**src/rtl/vga_timing_gen_if.sv**
```systemverilog
// Packed VGA bus (hcount/hsync/hblnk/vcount/vsync/vblnk/rgb) plus frame marker,
// driven by vga_timing_gen and consumed by the drawing stages.
`ifndef VGA_BUS_SIZE
`define VGA_BUS_SIZE 38
`endif

interface vga_timing_gen_if;
  logic [`VGA_BUS_SIZE-1:0] vga_out;
  logic                     frame_start;

  modport master (output vga_out, output frame_start);
  modport slave  (input vga_out, input frame_start);
endinterface

```
**src/rtl/vga_timing_gen.sv**
```systemverilog
// 800x600@60 timing source: free-running h/v counters with zero-skew registered flags.
// Define VGA_TEST_PATTERN_EN to drive 8 vertical colour bars instead of black.
module vga_timing_gen #(
  parameter int unsigned H_ACTIVE     = 800,
  parameter int unsigned H_SYNC_START = 840,
  parameter int unsigned H_SYNC_END   = 968,
  parameter int unsigned H_TOTAL      = 1056,
  parameter int unsigned V_ACTIVE     = 600,
  parameter int unsigned V_SYNC_START = 601,
  parameter int unsigned V_SYNC_END   = 605,
  parameter int unsigned V_TOTAL      = 628
) (
  input logic              pclk,
  input logic              rst,
  vga_timing_gen_if.master vga
);

  // 12-bit compare constants so SYNC_END/TOTAL of 2048 still compare correctly
  localparam logic [11:0] H_ACT = 12'(H_ACTIVE);
  localparam logic [11:0] H_SS  = 12'(H_SYNC_START);
  localparam logic [11:0] H_SE  = 12'(H_SYNC_END);
  localparam logic [11:0] H_TOT = 12'(H_TOTAL);
  localparam logic [11:0] V_ACT = 12'(V_ACTIVE);
  localparam logic [11:0] V_SS  = 12'(V_SYNC_START);
  localparam logic [11:0] V_SE  = 12'(V_SYNC_END);
  localparam logic [11:0] V_TOT = 12'(V_TOTAL);

  logic [10:0] hcount, vcount;
  logic        hsync, hblnk, vsync, vblnk, frame_start;
  logic [11:0] rgb;

  logic [10:0] h_next, v_next;
  logic        h_wrap;
  logic        hsync_next, hblnk_next, vsync_next, vblnk_next;
  logic [11:0] rgb_next;

  // Wrap with >= so a corrupted counter returns to 0 instead of running on
  always_comb begin
    h_wrap = ({1'b0, hcount} >= H_TOT - 12'd1);
    h_next = h_wrap ? 11'd0 : hcount + 11'd1;
    v_next = vcount;
    if ({1'b0, vcount} >= V_TOT) begin
      v_next = 11'd0;
    end else if (h_wrap) begin
      v_next = ({1'b0, vcount} >= V_TOT - 12'd1) ? 11'd0 : vcount + 11'd1;
    end
  end

  always_comb begin
    hblnk_next = ({1'b0, h_next} >= H_ACT);
    hsync_next = ({1'b0, h_next} >= H_SS) && ({1'b0, h_next} < H_SE);
    vblnk_next = ({1'b0, v_next} >= V_ACT);
    vsync_next = ({1'b0, v_next} >= V_SS) && ({1'b0, v_next} < V_SE);
  end

`ifdef VGA_TEST_PATTERN_EN
  always_comb begin
    rgb_next = 12'h000;
    if (!hblnk_next && !vblnk_next) begin
      if      (h_next < 11'd100) rgb_next = 12'h000;
      else if (h_next < 11'd200) rgb_next = 12'hF00;
      else if (h_next < 11'd300) rgb_next = 12'h0F0;
      else if (h_next < 11'd400) rgb_next = 12'h00F;
      else if (h_next < 11'd500) rgb_next = 12'hFF0;
      else if (h_next < 11'd600) rgb_next = 12'h0FF;
      else if (h_next < 11'd700) rgb_next = 12'hF0F;
      else                       rgb_next = 12'hFFF;
    end
  end
`else
  assign rgb_next = 12'h000;
`endif

  // All bus fields share one flop stage so they always describe the same pixel
  always_ff @(posedge pclk) begin
    if (rst) begin
      hcount      <= 11'd0;
      vcount      <= 11'd0;
      hsync       <= 1'b0;
      hblnk       <= 1'b0;
      vsync       <= 1'b0;
      vblnk       <= 1'b0;
      rgb         <= 12'h000;
      frame_start <= 1'b1;
    end else begin
      hcount      <= h_next;
      vcount      <= v_next;
      hsync       <= hsync_next;
      hblnk       <= hblnk_next;
      vsync       <= vsync_next;
      vblnk       <= vblnk_next;
      rgb         <= rgb_next;
      frame_start <= (h_next == 11'd0) && (v_next == 11'd0);
    end
  end

  assign vga.vga_out     = {hcount, hsync, hblnk, vcount, vsync, vblnk, rgb};
  assign vga.frame_start = frame_start;

endmodule

```
**src/flat_wrapper.sv**
```systemverilog
// flat-port wrapper written by rule: the top's interface ports become plain ports
module vga_timing_gen_flat 
#(
  parameter int unsigned H_ACTIVE     = 800,
  parameter int unsigned H_SYNC_START = 840,
  parameter int unsigned H_SYNC_END   = 968,
  parameter int unsigned H_TOTAL      = 1056,
  parameter int unsigned V_ACTIVE     = 600,
  parameter int unsigned V_SYNC_START = 601,
  parameter int unsigned V_SYNC_END   = 605,
  parameter int unsigned V_TOTAL      = 628
)
  (pclk, rst, vga_vga_out, vga_frame_start);
  vga_timing_gen_if vga_i ();
  input logic pclk;
  input logic rst;
  output wire logic [$bits(vga_i.vga_out)-1:0] vga_vga_out;
  output wire logic [$bits(vga_i.frame_start)-1:0] vga_frame_start;
  assign vga_vga_out = vga_i.vga_out;
  assign vga_frame_start = vga_i.frame_start;
  vga_timing_gen #(.H_ACTIVE(H_ACTIVE), .H_SYNC_START(H_SYNC_START), .H_SYNC_END(H_SYNC_END), .H_TOTAL(H_TOTAL), .V_ACTIVE(V_ACTIVE), .V_SYNC_START(V_SYNC_START), .V_SYNC_END(V_SYNC_END), .V_TOTAL(V_TOTAL)) u_core (.pclk(pclk), .rst(rst), .vga(vga_i));
endmodule
```
**config.mk**
```make
export PLATFORM = sky130hd
export DESIGN_NAME = vga_timing_gen_flat
export DESIGN_NICKNAME = d
export VERILOG_FILES = /design/src/rtl/vga_timing_gen_if.sv /design/src/rtl/vga_timing_gen.sv /design/src/flat_wrapper.sv
export SDC_FILE = /design/constraint.sdc
export NUM_CORES = 1
export LEC_CHECK = 0
export CAP_MARGIN = 20
export CORE_ASPECT_RATIO = 1.5
export CORE_MARGIN = 4
export CORE_UTILIZATION = 42
export DETAILED_ROUTE_END_ITERATION = 12
export GPL_ROUTABILITY_DRIVEN = 0
export GPL_TIMING_DRIVEN = 0
export HOLD_SLACK_MARGIN = 0.1
export PLACE_DENSITY_LB_ADDON = 0.15
export SETUP_SLACK_MARGIN = 0.02
export SYNTH_ARGS = -nofsm -noshare
export SYNTH_HDL_FRONTEND = slang
export SYNTH_SLANG_ARGS = --single-unit
export TNS_END_PERCENT = 5
```
**constraint.sdc**
```tcl
create_clock -name pclk -period 2.7 [get_ports pclk]
set_clock_uncertainty 0.2 [all_clocks]
set_input_delay 0.54 -clock pclk [delete_from_list [all_inputs] [get_ports pclk]]
set_output_delay 0.54 -clock pclk [all_outputs]
set_load 0.05 [all_outputs]
```
==> results.yml <==
global_route:
  grt_pass1_wl_mm: 6.71
  grt_max_degree: 15
  overflow: 0
  grt_pass1_vias: 1483
  antenna_found_initial: 0
  track_usage: 0.168
finish:
  regArea_um2: 543
  area_growth_syn_to_layout_pct: 26.8
  final_area_um2: 2230
  layout_common_cells: "nor2_1 (30), clkdlybuf4s50_1 (27), dfxtp_1 (25)"
  final_nets: 270
  finish.utilization: 0.559
  multi_input_area_um2: 1110
  final_layout_size_suffix_gt1_frac: 0.167
  fillers: 419
  final_common_cell: "nor2_1"
  antenna_cells: 0
cts:
  clk_pin_slew_worst_paths_ns: 0.10
  cts_buffer_depth: 2
  worstSkewPairLatency_ns: 0.27
  cts_tree: "yes"
  clock_sinks: 27
  cts_buffers: 3
  clock-root-buffer: "clkbuf_8"
  hold_buffers: 0
  htreeDepth: 1
sta:
  max_slew.worst_pin.slew_ns: 0.627
  fin_setup_tns_ns: 0
  drv_slew: 0
  rsz0062_at_grt: "true"
  setup_viol: 0
  fmax_ghz: 0.384
  fin_crit_ns: 2.61
  hold_viol_final: 0
  max_slew_margin: 0.576
  timing.hold.ws_ns: 0.286
  finalCritPeriodShare: 0.966
floorplan:
  core_um2: 3990
  rows: 28
  die_y_um: 87.3
  initial_core_util: 0.440
  pin_count: 41
  dieArea_um2: 5310
  die_w_um: 60.8
synthesis:
  synth_edf_count: 0
  ys_seq_area_frac: 0.307
  yosysWarnings: 0
  netlist_top_cells_area: "dfxtp_1 (31%), buf_4 (6.8%), nor2_1 (6.4%)"
  avgSynthCellArea_um2: 8.03
  netlist_instances: 219
  synth_top_area_cell: "dfxtp_1"
  synth_ff_type: "dfxtp_1"
  synth_area_um2: 1760
  ys_types: 55
  async_flop_share: 0
  ys_ff_latch: 27
  yosys.area.top_type_share: 0.307
min_path:
  worstHoldEndpoint: "u_core.hcount[0]$_SDFF_PP0_"
  hold_path.class: "reg2reg"
  worstHoldPathCells: 1
  hp-start: "u_core.hcount[0]$_SDFF_PP0_"
power:
  power.leakage_nw: 0.800
  p_total_w: 0.000762
  pwr-share-seq: 0.541
  pwr-share-comb: 0.150
  intPower_w: 0.000544
  power_frac_clock: 0.310
  ir_drop_mv: 0.222
  power_density_nw_per_um2: 341
  switching_share: 0.286
  p_switching_w: 0.000218
place:
  dp_hpwl_mm: 3.18
  numPortBuffers: 27
  placed_area_um2: 2130
worst_setup_path:
  path_class: "reg2reg"
  start_kind: "register"
  crit_path_end_kind: "register"
  rr_endpoint: "u_core.vga.frame_start$_SDFF_PP1_"
  worst-path-max-fanout: 9
  worstPathArrival_ns: 2.62
  rrSetupSlack_ns: 0.09
  reg2reg_from: "u_core.hcount[0]$_SDFF_PP0_"
  required_ns: 2.71
  reg2regPathDepth: 9
detailed_routing:
  wl_per_cell_um: 13.4
  vias: 1616
  first_pass_iters: 4
  route.detailed.drc: 0
  routed_wl_mm: 4.15
  routed_via_density: 5.23
  first_iter_violations: 30
  detail-route-antenna-nets: 0
status:
  outcome: "finished, final reports clean"
flow_run:
  drv_cap: 0
flip-flops by register name (all words and copies together) (netlist names):
signal and count:
u_core.hsync 1, u_core.vsync 1, u_core.hcount 11, u_core.vcount 11
u_core.vblnk 1, u_core.vga.frame_start 1, u_core.hblnk 1
layout make-up:
class,count,share of cell area
Buffer,28,0.0802
Sequential cell,27,0.243
Timing Repair Buffer,29,0.128
Inverter,4,0.00673
Multi-Input combinational cell,172,0.496
Tap cell,45,0.0252
Clock buffer,4,0.0202
metrics by stage:
stage               setup slack, ns  instances
floorplan                     0.137        231
global placement          -0.000117        303
detailed placement         -0.00405        303
CTS                          0.0274        307
global route                -0.0351        309
finish                       0.0926        309
worst max-delay path, cell delays in order, from the launching register on:
cell,delay (ns)
dfxtp_2,0.36
ha_1,0.19
buf_2,0.16
and4_2,0.28
a31oi_4,0.26
a21boi_4,0.15
or4_1,0.43
o41ai_1,0.14
a21oi_1,0.17
nor3_2,0.19
power groups by stage:
stage / logic (W) / registers [W] / clock network, W
after CTS: 0.000114 / 0.000412 / 0.000244
after global routing: 0.000121 / 0.000413 / 0.000256
after floorplan: 0.0000740 / 0.000441 / 0
final: 0.000114 / 0.000412 / 0.000236
after global placement: 0.000113 / 0.000421 / 0
after detailed placement: 0.000114 / 0.000421 / 0
routing by layer:
layer  vias up  part of all wire  wire [um]  track usage
met2        29              0.54       2250        0.303
met5         -                 0          0            0
met4         0             0.032        134       0.0927
met1       761              0.39       1630        0.178
li1        818                 -          -            -
met3         8             0.030        123       0.0252
synth_stat cells (2+ instances only):
library cell   n
a211oi_1       2
a21boi_1       2
a21oi_1       11
and3_1         3
and4_1         3
buf_2          5
buf_4         16
clkbuf_1       5
dfxtp_1       27
ha_1           3
inv_1          4
mux2i_1        3
nand2_1       17
nand2b_1       4
nand3_1        6
nand4_1        4
nor2_1        30
nor3_1         8
nor3b_1        2
o21ai_0        6
o21ai_1        4
or2_1          3
or3_4          2
xnor2_1       11
xor2_1         8
what timing repair did:
| item | CTS | global route |
|---|---|---|
| setup endpoints to repair | 2 | 3 |
| endpoints found under the hold margin | 0 | 0 |
| gates resized for setup | 2 | 5 |
| buffers inserted | 0 | 2 |
| cloned | 0 | 0 |
worst max-delay path by stage:
stage,slack [ns],endpoint,startpoint,depth (start not counted)
floorplan,0.14,u_core.vsync$_SDFF_PP0_,u_core.hcount[3]$_SDFF_PP0_,9
global placement,-0.0001,u_core.vsync$_SDFF_PP0_,u_core.hcount[0]$_SDFF_PP0_,9
detailed placement,-0.004,u_core.vsync$_SDFF_PP0_,u_core.hcount[0]$_SDFF_PP0_,9
CTS,0.03,u_core.vsync$_SDFF_PP0_,u_core.hcount[0]$_SDFF_PP0_,10
global route,-0.04,u_core.vsync$_SDFF_PP0_,u_core.hcount[0]$_SDFF_PP0_,10
finish,0.09,u_core.vga.frame_start$_SDFF_PP1_,u_core.hcount[0]$_SDFF_PP0_,9
kinds of logic (layout without fill, tap and decap cells):
group | after synthesis | in the layout | share of synthesized area
muxes | 4 | 4 | 0.0235
DFF | 27 | 27 | 0.307
AOI/OAI and AO/OA | 41 | 41 | 0.164
and+or+nand+nor | 92 | 92 | 0.277
other | 1 | 13 | 0.00213
adders and majority gates | 3 | 3 | 0.0213
buffers and inverters | 32 | 65 | 0.110
xor gates and xnor gates | 19 | 19 | 0.0946
Power figures use the tool's default switching activity.
